**src/rtl/jump_fetch_ctrl.sv**
```systemverilog
// Fetch-side PC sequencer: single-outstanding imem fetch, decode handoff, J/JR/branch redirect.
// Define DELAY_SLOT_EN to honour the MIPS branch delay slot instead of flushing the next fetch.
module jump_shifter (
  input  logic [31:0] pc_plus4,
  input  logic [25:0] index,
  output logic [31:0] target
);
  assign target = {pc_plus4[31:28], index, 2'b00};
endmodule

module jump_fetch_ctrl #(
  parameter logic [31:0] RESET_PC = 32'h0000_0000
) (
  input  logic        clk,
  input  logic        reset,
  output logic        imem_req,
  output logic [31:0] imem_addr,
  input  logic        imem_ready,
  input  logic        imem_rvalid,
  input  logic [31:0] imem_rdata,
  output logic        if_valid,
  output logic [31:0] if_instr,
  output logic [31:0] if_pc,
  input  logic        if_ready,
  input  logic        redir_valid,
  input  logic [1:0]  redir_kind,
  input  logic [31:0] redir_pc,
  input  logic [25:0] redir_index,
  input  logic [31:0] redir_target,
  input  logic        redir_link,
  output logic        link_valid,
  output logic [31:0] link_addr,
  output logic        misalign
);
  localparam logic [1:0] BOOT = 2'd0, REQ = 2'd1, WAIT = 2'd2, HOLD = 2'd3;
  localparam logic [1:0] K_J = 2'b00, K_JR = 2'b01, K_RSVD = 2'b11;
`ifdef DELAY_SLOT_EN
  localparam logic [31:0] LINK_OFS = 32'd8;
`else
  localparam logic [31:0] LINK_OFS = 32'd4;
`endif

  logic [1:0]  state;
  logic [31:0] pc, fetch_pc, redir_pc4, jtarget, target;
  logic        discard, redir_act, accept, hshake;
`ifdef DELAY_SLOT_EN
  logic        pending;
  logic [31:0] pend_target;
`endif

  assign redir_pc4 = redir_pc + 32'd4;

  jump_shifter u_jshift (
    .pc_plus4 (redir_pc4),
    .index    (redir_index),
    .target   (jtarget)
  );

  assign target    = (redir_kind == K_J) ? jtarget : {redir_target[31:2], 2'b00};
  assign redir_act = redir_valid && (redir_kind != K_RSVD);
  assign imem_req  = (state == REQ);
  assign imem_addr = pc;
  assign accept    = imem_req && imem_ready;
  assign if_valid  = (state == HOLD);
  assign hshake    = if_valid && if_ready;

  always_ff @(posedge clk) begin
    if (reset) begin
      state    <= BOOT;
      pc       <= RESET_PC;
      fetch_pc <= '0;
      discard  <= 1'b0;
      if_instr <= '0;
      if_pc    <= '0;
`ifdef DELAY_SLOT_EN
      pending     <= 1'b0;
      pend_target <= '0;
`endif
    end else begin
      case (state)
        BOOT: state <= REQ;
        REQ: if (accept) begin
          pc       <= pc + 32'd4;
          fetch_pc <= pc;
          state    <= WAIT;
        end
        WAIT: if (imem_rvalid) begin
          if (discard) begin
            discard <= 1'b0;
            state   <= REQ;
          end else begin
            if_instr <= imem_rdata;
            if_pc    <= fetch_pc;
            state    <= HOLD;
          end
        end
        HOLD: if (hshake) state <= REQ;
        default: state <= BOOT;
      endcase
`ifdef DELAY_SLOT_EN
      // Target waits until the delay-slot instruction has been handed to decode.
      if (redir_act) begin
        pending     <= 1'b1;
        pend_target <= target;
      end
      if (hshake && (pending || redir_act)) begin
        pc      <= redir_act ? target : pend_target;
        pending <= 1'b0;
      end
`else
      // Redirect overrides the sequential update; an in-flight fetch becomes wrong-path.
      if (redir_act) begin
        pc <= target;
        case (state)
          REQ:  discard <= accept;
          WAIT: begin
            discard <= !imem_rvalid;
            if (imem_rvalid) state <= REQ;
          end
          HOLD: state <= REQ;
          default: ;
        endcase
      end
`endif
    end
  end

  always_ff @(posedge clk) begin
    if (reset) begin
      link_valid <= 1'b0;
      link_addr  <= '0;
      misalign   <= 1'b0;
    end else begin
      link_valid <= redir_valid && (redir_kind == K_J) && redir_link;
      if (redir_valid && (redir_kind == K_J) && redir_link)
        link_addr <= redir_pc + LINK_OFS;
      misalign <= redir_valid && (redir_kind == K_JR) && (redir_target[1:0] != 2'b00);
    end
  end
endmodule

```
**config.mk**
```make
export PLATFORM = sky130hd
export DESIGN_NAME = jump_fetch_ctrl
export DESIGN_NICKNAME = d
export VERILOG_FILES = /design/src/rtl/jump_fetch_ctrl.sv
export SDC_FILE = /design/constraint.sdc
export NUM_CORES = 1
export LEC_CHECK = 0
export BUFFER_PORTS_ARGS = -buffer_cell sky130_fd_sc_hd__buf_4
export CORE_MARGIN = 2
export CORE_UTILIZATION = 49
export CTS_CLUSTER_DIAMETER = 200
export DETAILED_ROUTE_END_ITERATION = 6
export GPL_TIMING_DRIVEN = 0
export PLACE_DENSITY_LB_ADDON = 0.08
export SLEW_MARGIN = 20
export SYNTH_ARGS = -nofsm -noshare
export SYNTH_HDL_FRONTEND = slang
export SYNTH_SLANG_ARGS = --single-unit
```
**constraint.sdc**
```tcl
create_clock -name clk -period 2.4 [get_ports clk]
set_input_delay 0.24 -clock clk [delete_from_list [all_inputs] [get_ports clk]]
set_output_delay 0.24 -clock clk [all_outputs]
set_load 0.02 [all_outputs]
```
Word-level counts from Yosys, hierarchy flattened
Index checks and enable logic that the tools add are counted.
{"block": "op_classes", "add_sub_neg": 2, "n_eq_ne": 5, "n_mux": 16, "bitwise": 1, "reduce_logical": 16}
{"operator": "$mux 32", "count": 4}
{"operator": "$add 32x3->32 const B", "count": 2}
{"operator": "$mux 2", "count": 6}
{"operator": "$pmux 2 s4", "count": 1}
{"operator": "$logic_and 1x1->1", "count": 7}
{"operator": "$reduce_bool 2->1", "count": 3}
{"operator": "$eq 2x1->1 const B", "count": 2}
{"operator": "$eq 2x2->1 const B", "count": 2}
{"operator": "$logic_not 2->1", "count": 2}
{"operator": "$pmux 2 s2", "count": 1}
{"operator": "$reduce_and 2->1", "count": 2}
{"operator": "$mux 1", "count": 3}
{"operator": "$reduce_and 3->1", "count": 1}
{"operator": "$ne 2x2->1 const B", "count": 1}
{"operator": "$pmux 1 s2", "count": 1}
{"operator": "$logic_not 1->1", "count": 1}
{"operator": "$not 1->1", "count": 1}
{"block": "totals", "reg_bits": 165, "output_inout_bits": 132}

Depth between registers and ports, before layout
Gate-level depths: netlist of run 1.
{"block": "depth", "depth_word": 7, "ltp_mapped": 8, "mapped_depth_nobuf": 7}

Modules after synthesis
A second synthesis of run 1 with hierarchy kept.
{"block": "unflattened", "hier_cells": 985, "hier_area_um2": 7639.8}
{"mod": "jump_fetch_ctrl", "instances": 1, "cells_per_inst": 952, "area_each_um2": 7395.8, "seq_area_each_um2": 3303.2}
{"mod": "jump_shifter", "instances": 1, "cells_per_inst": 33, "area_each_um2": 244.0, "seq_area_each_um2": 0.0}

Worst setup path before layout of run 1
OpenSTA, ideal clock, no wires.
{"block": "synth_timing", "path_type": "register to register", "from": "register state[1]", "to": "register pc[25], in the netlist imem_addr[25]", "arrival_time_ns": 2.004, "slack_ns": 0.301, "path_stages_with_launch": 8, "path_cell_list": "dfxtp_1 -> inv_1 -> ha_1 -> nand4_1 -> nor3_1 -> nand4_1 -> xor2_1 -> a221oi_1"}
{"block": "synth_via", "elab_chain_len": 4}
{"element": "start: declaration", "line_no": "43", "rtl": "logic [1:0] state;"}
{"element": "start signal: assignment", "line_no": "69", "rtl": "state <= BOOT;"}
{"element": "start signal: assignment", "line_no": "81", "rtl": "BOOT: state <= REQ;"}
{"element": "start signal: assignment", "line_no": "85", "rtl": "state <= WAIT;"}
{"element": "$eq 2x1->1 (*)", "line_no": "61", "rtl": "assign imem_req = (state == REQ);"}
{"element": "net imem_req", "line_no": "16", "rtl": "output logic imem_req,"}
{"element": "$logic_and 1x1->1", "line_no": "63", "rtl": "assign accept = imem_req && imem_ready;"}
{"element": "$reduce_bool 2->1 (no line)"}
{"element": "$reduce_and 2->1 (no line) (*)"}
{"element": "end signal: assignment", "line_no": "83", "rtl": "pc <= pc + 32'd4;"}
{"element": "end signal: assignment", "line_no": "113", "rtl": "pc <= target;"}
{"element": "end: declaration", "line_no": "44", "rtl": "logic [31:0] pc, fetch_pc, redir_pc4, jtarget, target;"}
The timed path passes the listed nets; every way through them passes the cells marked *.
A chain may end at the register's enable or synchronous reset.

Worst setup path in the final report of run 1
{"block": "layout_timing", "from": "register pc[5], in the netlist imem_addr[5]", "to": "register pc[31], in the netlist imem_addr[31]"}
{"block": "layout_via", "elab_chain_len": 4}
{"element": "$add 32x3->32", "line_no": "83"}
{"element": "$mux 32", "line_no": "82", "rtl": "REQ: if (accept) begin"}
{"element": "$mux 32", "line_no": "80", "rtl": "case (state)"}
{"element": "$mux 32", "line_no": "112", "rtl": "if (redir_act) begin"}
No other way between the ends. The select of a mux whose other input is x is not followed.

==> flow_summary_export.csv, run 1 <==
group,metric,value,unit
clock_network,h-tree-depth,4,
synth,ys_seq_area_frac,0.450,
sta,fmax,445,MHz
global_route,overflow,0,
clock_network,cts_buffers,17,
critical_path,cp_slowest_cell,"or4_4",
synth,synth_ff_type,"dfxtp_1",
global_route,grt_max_degree,17,
sta,report.final.hold_viol_count,0,
synth,synth_largest_area_cell,"dfxtp_1",
layout,antenna_cells,0,
placed_design,dp_hpwl,17200,um
route,dr_total_vias,7416,
clock_network,cts_setup_buffers,0,
sta,timing.slew.headroom,0.576,
layout,final_util,0.705,
sta,fin_crit_sh,0.937,
synth,ys_types,49,
flow_run,maxCapViolations,0,
global_route,gr-usage-all-layers,0.289,
sta,final.min_clock_period,2250,ps
route,vias_per_cell,5.39,
synth,synth.top_cells.by_area,"dfxtp_1, nand2_1, a21oi_1, xnor2_1, clkbuf_1",
floorplan,io_pins,263,
sta,worst_slew_pin_slew,636,ps
route,drc_errors,0,
critical_path,cp_max_fo,10,
layout,final.fill_count,1227,
critical_path,cp.arrival,2550,ps
synth,yosys_warnings,0,
layout,fin_area,9860,um2
sta,finalSetupViolations,0,
route,antenna_left,0,
floorplan,start_util,0.506,
min_path,min_path_type,"in2reg",
floorplan,die_h,124,um
layout,fin_nets,1322,
global_route,grt_pass1_vias,6816,
power,peakVddDrop,0.560,mV
synth,synthDominantCellAreaShare,0.450,
critical_path,required,2700,ps
sta,fin_skew,11.9,ps
placed_design,placed_cell_area,9250,um2
global_route,antenna_found_initial,0,
power,power_density,631,nW/um2
floorplan,dieArea,15400,um2
floorplan,coreArea,14000,um2
power,leakagePower,3.93,nW
critical_path,slowest_delay,520,ps
route,firstDrtPassIters,5,
synth,syn_area,7070,um2
global_route,grt_pass1_wl,34400,um
clock_network,cts_root_buf,"clkbuf_16",
clock_network,cts_tree,"done",
clock_network,clkLatencyLatePin,430,ps
synth,syn-instance-count,903,
floorplan,die_w,124,um
floorplan,rows,43,
synth,async_flop_share,0,
route,avgRoutedWirePerCell,16.5,um
synth,avgSynthCellArea,7.83,um2
clock_network,cts.sinks,159,
clock_network,ctsLongestPathBuffers,2,
sta,slew_viol_final,0,
route,routed_wl,22700,um
synth,synth-edff-count,0,
critical_path,critPathLaunchType,"register",
route,drtIter0Drc,530,
placed_design,gp_congestion,0.941,
outcome,status,"completed",
critical_path,criticalPathCategory,"reg2reg",
critical_path,end_kind,"register",
layout,syn_to_final_growth,39.3,%
layout,drive_gt1_frac,0.261,
placed_design,port_buffers,258,
synth,ys_ff_latch,159,
sta,grt_setup_unrepaired,"no",
clock_network,path_clk_slew,70,ps
critical_path,crit_chain,"nand4_2, or4_4, buf_6, nor4_2, mux2i_1, o2bb2ai_1",
[cell usage after synthesis (all sizes together), types with 3 or more instances]
cell	n
ha	7
and3	16
nand4	25
or4	3
a31oi	3
nor2b	3
buf	12
a21oi	113
nor4	12
o21a	3
and2	5
and4	9
a311oi	15
clkbuf	53
or3	4
nor2	37
o21ai	17
nand2	262
a221oi	7
nand3	15
nor3	25
xnor2	26
inv	12
dfxtp	159
a211oi	22
xor2	21
[registers in the layout, summed over array words and instances (netlist names)]
register and cells:
if_instr 32, link_valid 1, discard 1, imem_addr 30
state 2, if_pc 30, fetch_pc 30, misalign 1
link_addr 32
[cell usage in the layout, fill, tap and decap left out, drive strengths merged, types with 2 or more instances in the layout]
| cell | count |
|---|---|
| a211oi | 22 |
| a21oi | 113 |
| a221oi | 7 |
| a311oi | 15 |
| a31o | 2 |
| a31oi | 3 |
| and2 | 5 |
| and3 | 16 |
| and4 | 9 |
| buf | 270 |
| clkbuf | 71 |
| clkinv | 6 |
| clkinvlp | 2 |
| conb | 4 |
| dfxtp | 159 |
| ha | 7 |
| inv | 17 |
| nand2 | 262 |
| nand3 | 15 |
| nand4 | 25 |
| nor2 | 37 |
| nor2b | 3 |
| nor3 | 25 |
| nor4 | 12 |
| o211ai | 2 |
| o21a | 3 |
| o21ai | 17 |
| o31ai | 2 |
| o32ai | 2 |
| or2 | 2 |
| or3 | 4 |
| or4 | 3 |
| xnor2 | 26 |
| xor2 | 21 |
[cell families (layout without fill, tap and decap cells)]
logic type / count (synthesis) / after routing / share of synthesized area
xor+xnor: 47 / 47 / 0.0582
buf+inv: 77 / 368 / 0.0444
mux: 1 / 1 / 0.00142
other cells: 1 / 4 / 0.000530
simple gates: 419 / 419 / 0.270
compound gates: 192 / 192 / 0.163
flops: 159 / 159 / 0.450
fa+ha+maj: 7 / 7 / 0.0124
[critical path, delay by kind of cell, from the launching register on]
kind,cells,cell delay [ps]
buffers and inverters,1,150
flip-flops,1,480
AND/OR/NAND/NOR,3,1140
multiplexers,1,250
AO/OA/AOI/OAI,1,100
[power breakdown]
part	internal (W)	switching (W)	total (W)
clock network	0.00147	0.00115	0.00263
registers	0.00272	0.000104	0.00282
logic	0.000351	0.000424	0.000774
[metal layers]
| layer | track usage | routed length (um) | up-vias |
|---|---|---|---|
| li1 | - | - | 3678 |
| met5 | 0 | 0 | - |
| met1 | 0.375 | 9510 | 3362 |
| met4 | 0.100 | 487 | 0 |
| met2 | 0.462 | 10400 | 341 |
| met3 | 0.0815 | 2290 | 35 |
[stage by stage]
stage | total power (W) | worst slack, ps | setup TNS [ps] | hold WS [ps] | std cells
after global routing | 0.00643 | 23.3 | 0 | 18.0 | 1377
after global placement | 0.00363 | 13.5 | 0 | 439 | 1344
after floorplan | 0.00322 | 301 | 0 | 336 | 906
final | 0.00622 | 152 | 0 | 17.1 | 1377
after detailed placement | 0.00364 | -12.8 | -12.8 | 443 | 1344
after CTS | 0.00623 | 129 | 0 | 4.56 | 1377
[layout make-up]
type,instances,area (um2),share of cell area
timing repair buffer,259,1950,0.198
inverter,12,45.0,0.00457
clock buffer,18,439,0.0446
multi-input combinational,670,3610,0.367
sequential,159,3180,0.323
buffer,65,269,0.0273
tap,180,225,0.0229
clock inverter,14,133,0.0135
[path summary, 6_finish.rpt]
path / start / endpoint / slack [ps] / cells past startpoint
worst max-delay path: imem_addr[5] / imem_addr[31] / 150 / 6
worst min-delay path: redir_pc[2] / link_addr[2] / 20 / 2
worst max register to register: imem_addr[5] / imem_addr[31] / 150 / 6
worst min register to register: fetch_pc[28] / if_pc[28] / 450 / 2
[repair_timing]
action / in CTS / in global routing
pin swaps: 0 / 0
hold buffers: 1 / 0
setup endpoints to repair: 1 / 8
resized for setup: 1 / 4
endpoints found under the hold margin: 1 / 0
Note: power is estimated with default switching activity, not from simulation.
==> inputs of run 2 (changes only) <==
- BUFFER_PORTS_ARGS: -buffer_cell sky130_fd_sc_hd__buf_4 -> -buffer_cell sky130_fd_sc_hd__buf_2
- GPL_TIMING_DRIVEN: 0 -> 1
==> run 2 against run 1 <==
Compared with the run above:
- sequential power hardly changed
- die area stayed put
- clock skew is 4.3 ps lower
- critical path depth stayed put
- non-clock buffer count is 52 lower
- fmax is 5.0% higher
- global-route usage is 2.6 points lower
- combinational power is 14% lower
- sequential cell count stayed put
- highest routed layer unchanged
==> flow_summary_export.csv, run 2 (synthesis results as in run 1) <==
group,metric,value,unit
critical_path,rr_worst_depth,6,
placed_design,dp_hpwl,14800,um
layout,final_util,0.648,
floorplan,rows,43,
clock_network,cts.sinks,159,
global_route,grt_pass1_wl,31700,um
power,total_power,0.00601,W
critical_path,end_kind,"register",
placed_design,gp_congestion,0.929,
clock_network,cts_root_buf,"clkbuf_16",
floorplan,coreArea,14000,um2
sta,finalSetupTns,0,ps
route,vias_per_cell,5.35,
placed_design,post-place-cells,1293,
critical_path,cp.arrival,2460,ps
floorplan,die_h,124,um
route,firstDrtPassIters,5,
clock_network,ctsLongestPathBuffers,2,
critical_path,slowest_delay,490,ps
route,routed_wl,20500,um
global_route,gr-usage-all-layers,0.264,
min_path,min_path_type,"in2reg",
layout,antenna_cells,0,
critical_path,cp_slowest_cell,"nor3_1",
sta,final.min_clock_period,2140,ps
layout,final_cells,1325,
clock_network,cts_hold_buf,0,
global_route,grt_max_degree,149,
flow_run,maxCapViolations,0,
sta,finalSetupViolations,0,
global_route,overflow,0,
sta,fin_skew,7.61,ps
route,drc_errors,0,
clock_network,h-tree-depth,4,
floorplan,io_pins,263,
clock_network,cts_tree,"done",
layout,drive_gt1_frac,0.278,
clock_network,path_clk_slew,60,ps
critical_path,crit_top_cell,"nand4_1",
sta,worst_slew_pin_slew,710,ps
layout,most-common-layout-cells,"nand2_1, buf_2, dfxtp_1",
outcome,status,"completed",
critical_path,crit_chain,"ha_1, nand4_1, nor3_1, nand4_1, xor2_1, a221oi_1",
power,leakagePower,3.75,nW
route,dr_total_vias,7090,
min_path,whs_path_depth,2,
floorplan,start_util,0.506,
layout,fin_nets,1270,
clock_network,cts_buffers,17,
clock_network,cts_setup_buffers,0,
layout,top_regs,"if_instr (32), link_addr (32)",
sta,report.final.hold_viol_count,0,
floorplan,dieArea,15400,um2
sta,timing.slew.headroom,0.527,
route,antenna_left,0,
sta,fin_crit_sh,0.892,
critical_path,critPathLaunchType,"register",
sta,grt_setup_unrepaired,"no",
global_route,antenna_found_initial,0,
sta,fmax,467,MHz
placed_design,port_buffers,258,
route,avgRoutedWirePerCell,15.5,um
critical_path,cp_max_fo,7,
sta,slew_viol_final,0,
global_route,grt_pass1_vias,6367,
route,drtIter0Drc,598,
critical_path,required,2720,ps
floorplan,die_w,124,um
layout,final_common_cell,"nand2_1",
critical_path,criticalPathCategory,"reg2reg",
clock_network,clkLatencyLatePin,420,ps
layout,syn_to_final_growth,28.1,%
clock_network,cts.repair.resized,0,
power,power_density,663,nW/um2
power,peakVddDrop,0.408,mV
[run 2: cell types whose count changed in the layout (fill, tap and decap cells not counted), sizes merged]
cell,before,now
buf,270,272
dlygate4sd3,1,0
clkinvlp,2,4
clkbuf,71,20
inv,17,13
[run 2: final timing paths]
check        slack (ps)             to       startpoint
max                 260  imem_addr[26]     imem_addr[2]
min                  20       misalign  redir_target[0]
max reg2reg         260  imem_addr[26]     imem_addr[2]
min reg2reg         450      if_pc[16]        if_pc[16]
[run 2: through the flow]
step	hold slack, ps	area (um2)	setup slack (ps)
6_report	16.9	9060	259
5_1_grt	2.18	9060	3.30
4_1_cts	5.10	9060	306
3_5_place_dp	442	8500	321
3_3_place_gp	434	8500	338
2_1_floorplan	336	7080	301
[run 2: power by group]
| part | leakage, nW | switching (W) | internal, W |
|---|---|---|---|
| combinational | 2.20 | 0.000407 | 0.000256 |
| clock | 0.263 | 0.00108 | 0.00146 |
| sequential | 1.29 | 0.0000883 | 0.00272 |
| total | 3.75 | 0.00158 | 0.00443 |
[run 2: critical path, delay by kind of cell, from the launching register on]
family | cells | cell delay, ps
flip-flops | 1 | 450
AO/OA/AOI/OAI | 1 | 280
XOR/XNOR | 1 | 160
adder cells (fa/ha/maj) | 1 | 290
AND/OR/NAND/NOR | 3 | 870
[run 2: per-layer routing]
layer | GRT usage | part of all wire | vias to the layer above
li1 | - | - | 3577
met1 | 0.362 | 0.45 | 3233
met2 | 0.404 | 0.45 | 255
met3 | 0.0769 | 0.084 | 25
met4 | 0.0730 | 0.017 | 0
met5 | 0 | 0 | -
[run 2: final cells by class]
type | count | area [um2]
clock buffer | 20 | 447
timing repair buffer | 272 | 1450
fill | 1355 | 4930
tap | 180 | 225
clock inverter | 12 | 114
multi-input combinational | 670 | 3600
sequential | 159 | 3180
inverter | 12 | 45.0
==> inputs of run 3 (changes only) <==
- HOLD_SLACK_MARGIN: default -> 0.1
==> run 3 against run 2 <==
Compared with the run above:
- power rose by 1.4%
- critical path type unchanged
- critical endpoint is now imem_addr[13]
- utilization up 4.2 points
- die area stayed put
- largest cell class unchanged
- routed wire length grew 5.1%
- sequential power barely moved
- sequential share of layout area down 2.1 points
==> flow_summary_export.csv, run 3 (synthesis results as in run 1) <==
group,metric,value,unit
layout,fin_nets,1326,
critical_path,crit_buf_inv,2,
route,drtIter0Drc,676,
min_path,min_path_type,"in2reg",
sta,fmax,439,MHz
placed_design,gp_congestion,0.929,
route,vias_per_cell,5.34,
placed_design,placed_cell_area,8500,um2
sta,timing.slew.headroom,0.551,
sta,whs,113,ps
sta,final.min_clock_period,2280,ps
power,leakagePower,4.00,nW
layout,fin_area,9650,um2
layout,final_common_cell,"nand2_1",
sta,fin_skew,9.80,ps
floorplan,rows,43,
layout,antenna_cells,0,
layout,most-common-layout-cells,"nand2_1, buf_2, dfxtp_1",
sta,report.final.hold_viol_count,0,
flow_run,maxCapViolations,0,
critical_path,critPathTopFamily,"buffers and inverters",
clock_network,ctsLongestPathBuffers,2,
global_route,gr-usage-all-layers,0.274,
sta,fin_crit_sh,0.949,
clock_network,cts_buffers,17,
layout,drive_gt1_frac,0.272,
critical_path,criticalPathCategory,"reg2reg",
clock_network,path_clk_slew,60,ps
floorplan,die_w,124,um
route,drc_errors,0,
critical_path,cp_slowest_cell,"dlygate4sd3_1",
floorplan,die_h,124,um
critical_path,crit_chain,"inv_2, ha_4, nand4_1, nor4_1, xnor2_1, nor2_1, a311oi_1, dlygate4sd3_1",
clock_network,cts_tree,"done",
route,avgRoutedWirePerCell,15.6,um
global_route,grt_max_degree,149,
critical_path,cp.arrival,2640,ps
placed_design,port_buffers,258,
power,power_density,632,nW/um2
floorplan,start_util,0.506,
clock_network,h-tree-depth,4,
placed_design,dp_hpwl,14800,um
clock_network,clkLatencyLatePin,420,ps
global_route,overflow,0,
critical_path,critPathLaunchType,"register",
floorplan,dieArea,15400,um2
global_route,grt_pass1_wl,33100,um
clock_network,cts.sinks,159,
route,antenna_left,0,
critical_path,slowest_delay,580,ps
route,routed_wl,21500,um
layout,top_regs,"if_instr (32), link_addr (32)",
power,peakVddDrop,0.412,mV
global_route,antenna_found_initial,0,
critical_path,end_kind,"register",
floorplan,coreArea,14000,um2
route,firstDrtPassIters,5,
global_route,grt_pass1_vias,6718,
clock_network,cts_root_buf,"clkbuf_16",
sta,finalSetupViolations,0,
layout,final.fill_count,1255,
floorplan,io_pins,263,
outcome,status,"completed",
critical_path,required,2760,ps
route,dr_total_vias,7377,
sta,slew_viol_final,0,
layout,syn_to_final_growth,36.5,%
critical_path,cp_max_fo,5,
sta,worst_slew_pin_slew,673,ps
==> run 3: changes by cell type in the layout (fill, tap and decap cells not counted), sizes merged <==
cell and change:
buf +2, dlygate4sd3 +54
==> run 3: timing repair <==
action | 4_1_cts | 5_1_grt
endpoints found under the setup margin | 0 | 4
setup buffers | 0 | 2
resized for setup | 0 | 9
hold buffers | 54 | 0
endpoints found under the hold margin | 49 | 0
==> run 3: worst paths after layout <==
path | cells after the start | from | slack [ps] | end
setup / recovery | 8 | state[1] | 120 | imem_addr[13]
hold / removal | 3 | redir_target[8] | 110 | imem_addr[8]
setup reg to reg | 8 | state[1] | 120 | imem_addr[13]
hold reg to reg | 2 | if_pc[16] | 450 | if_pc[16]
==> run 3: layout make-up <==
class / instances / area, um2 / area share
multi-input combinational: 670 / 3630 / 0.376
sequential: 159 / 3190 / 0.330
timing repair buffer: 328 / 2000 / 0.208
clock buffer: 20 / 447 / 0.0463
tap: 180 / 225 / 0.0233
clock inverter: 12 / 114 / 0.0118
inverter: 12 / 45.0 / 0.00467
==> run 3: routing by layer <==
layer | share of wire | wire length (um) | global-route usage
met1 | 0.43 | 9320 | 0.369
met2 | 0.46 | 9870 | 0.426
met3 | 0.089 | 1910 | 0.0769
met4 | 0.020 | 431 | 0.0878
met5 | 0 | 0 | 0
==> run 3: worst register-to-register path: stages, from the launching register on <==
cell	delay, ps
dfxtp_1	360
inv_2	90
ha_4	150
nand4_1	210
nor4_1	330
xnor2_1	180
nor2_1	70
a311oi_1	250
dlygate4sd3_1	580
==> run 3: stage by stage <==
stage	power, W	setup TNS, ps	instances	util	setup WS [ps]
detailed placement	0.00352	0	1293	0.608	321
global route	0.00636	-59.9	1381	0.690	-35.4
floorplan	0.00322	0	906	-	301
CTS	0.00611	0	1379	0.686	51.9
finish	0.00610	0	1381	0.690	123
global placement	0.00352	0	1293	0.608	338
==> run 3: power breakdown <==
| part | leakage, nW | internal, W | total, W | switching (W) |
|---|---|---|---|---|
| clock network | 0.263 | 0.00146 | 0.00255 | 0.00109 |
| registers | 1.29 | 0.00272 | 0.00281 | 0.0000907 |
| logic | 2.44 | 0.000317 | 0.000739 | 0.000422 |
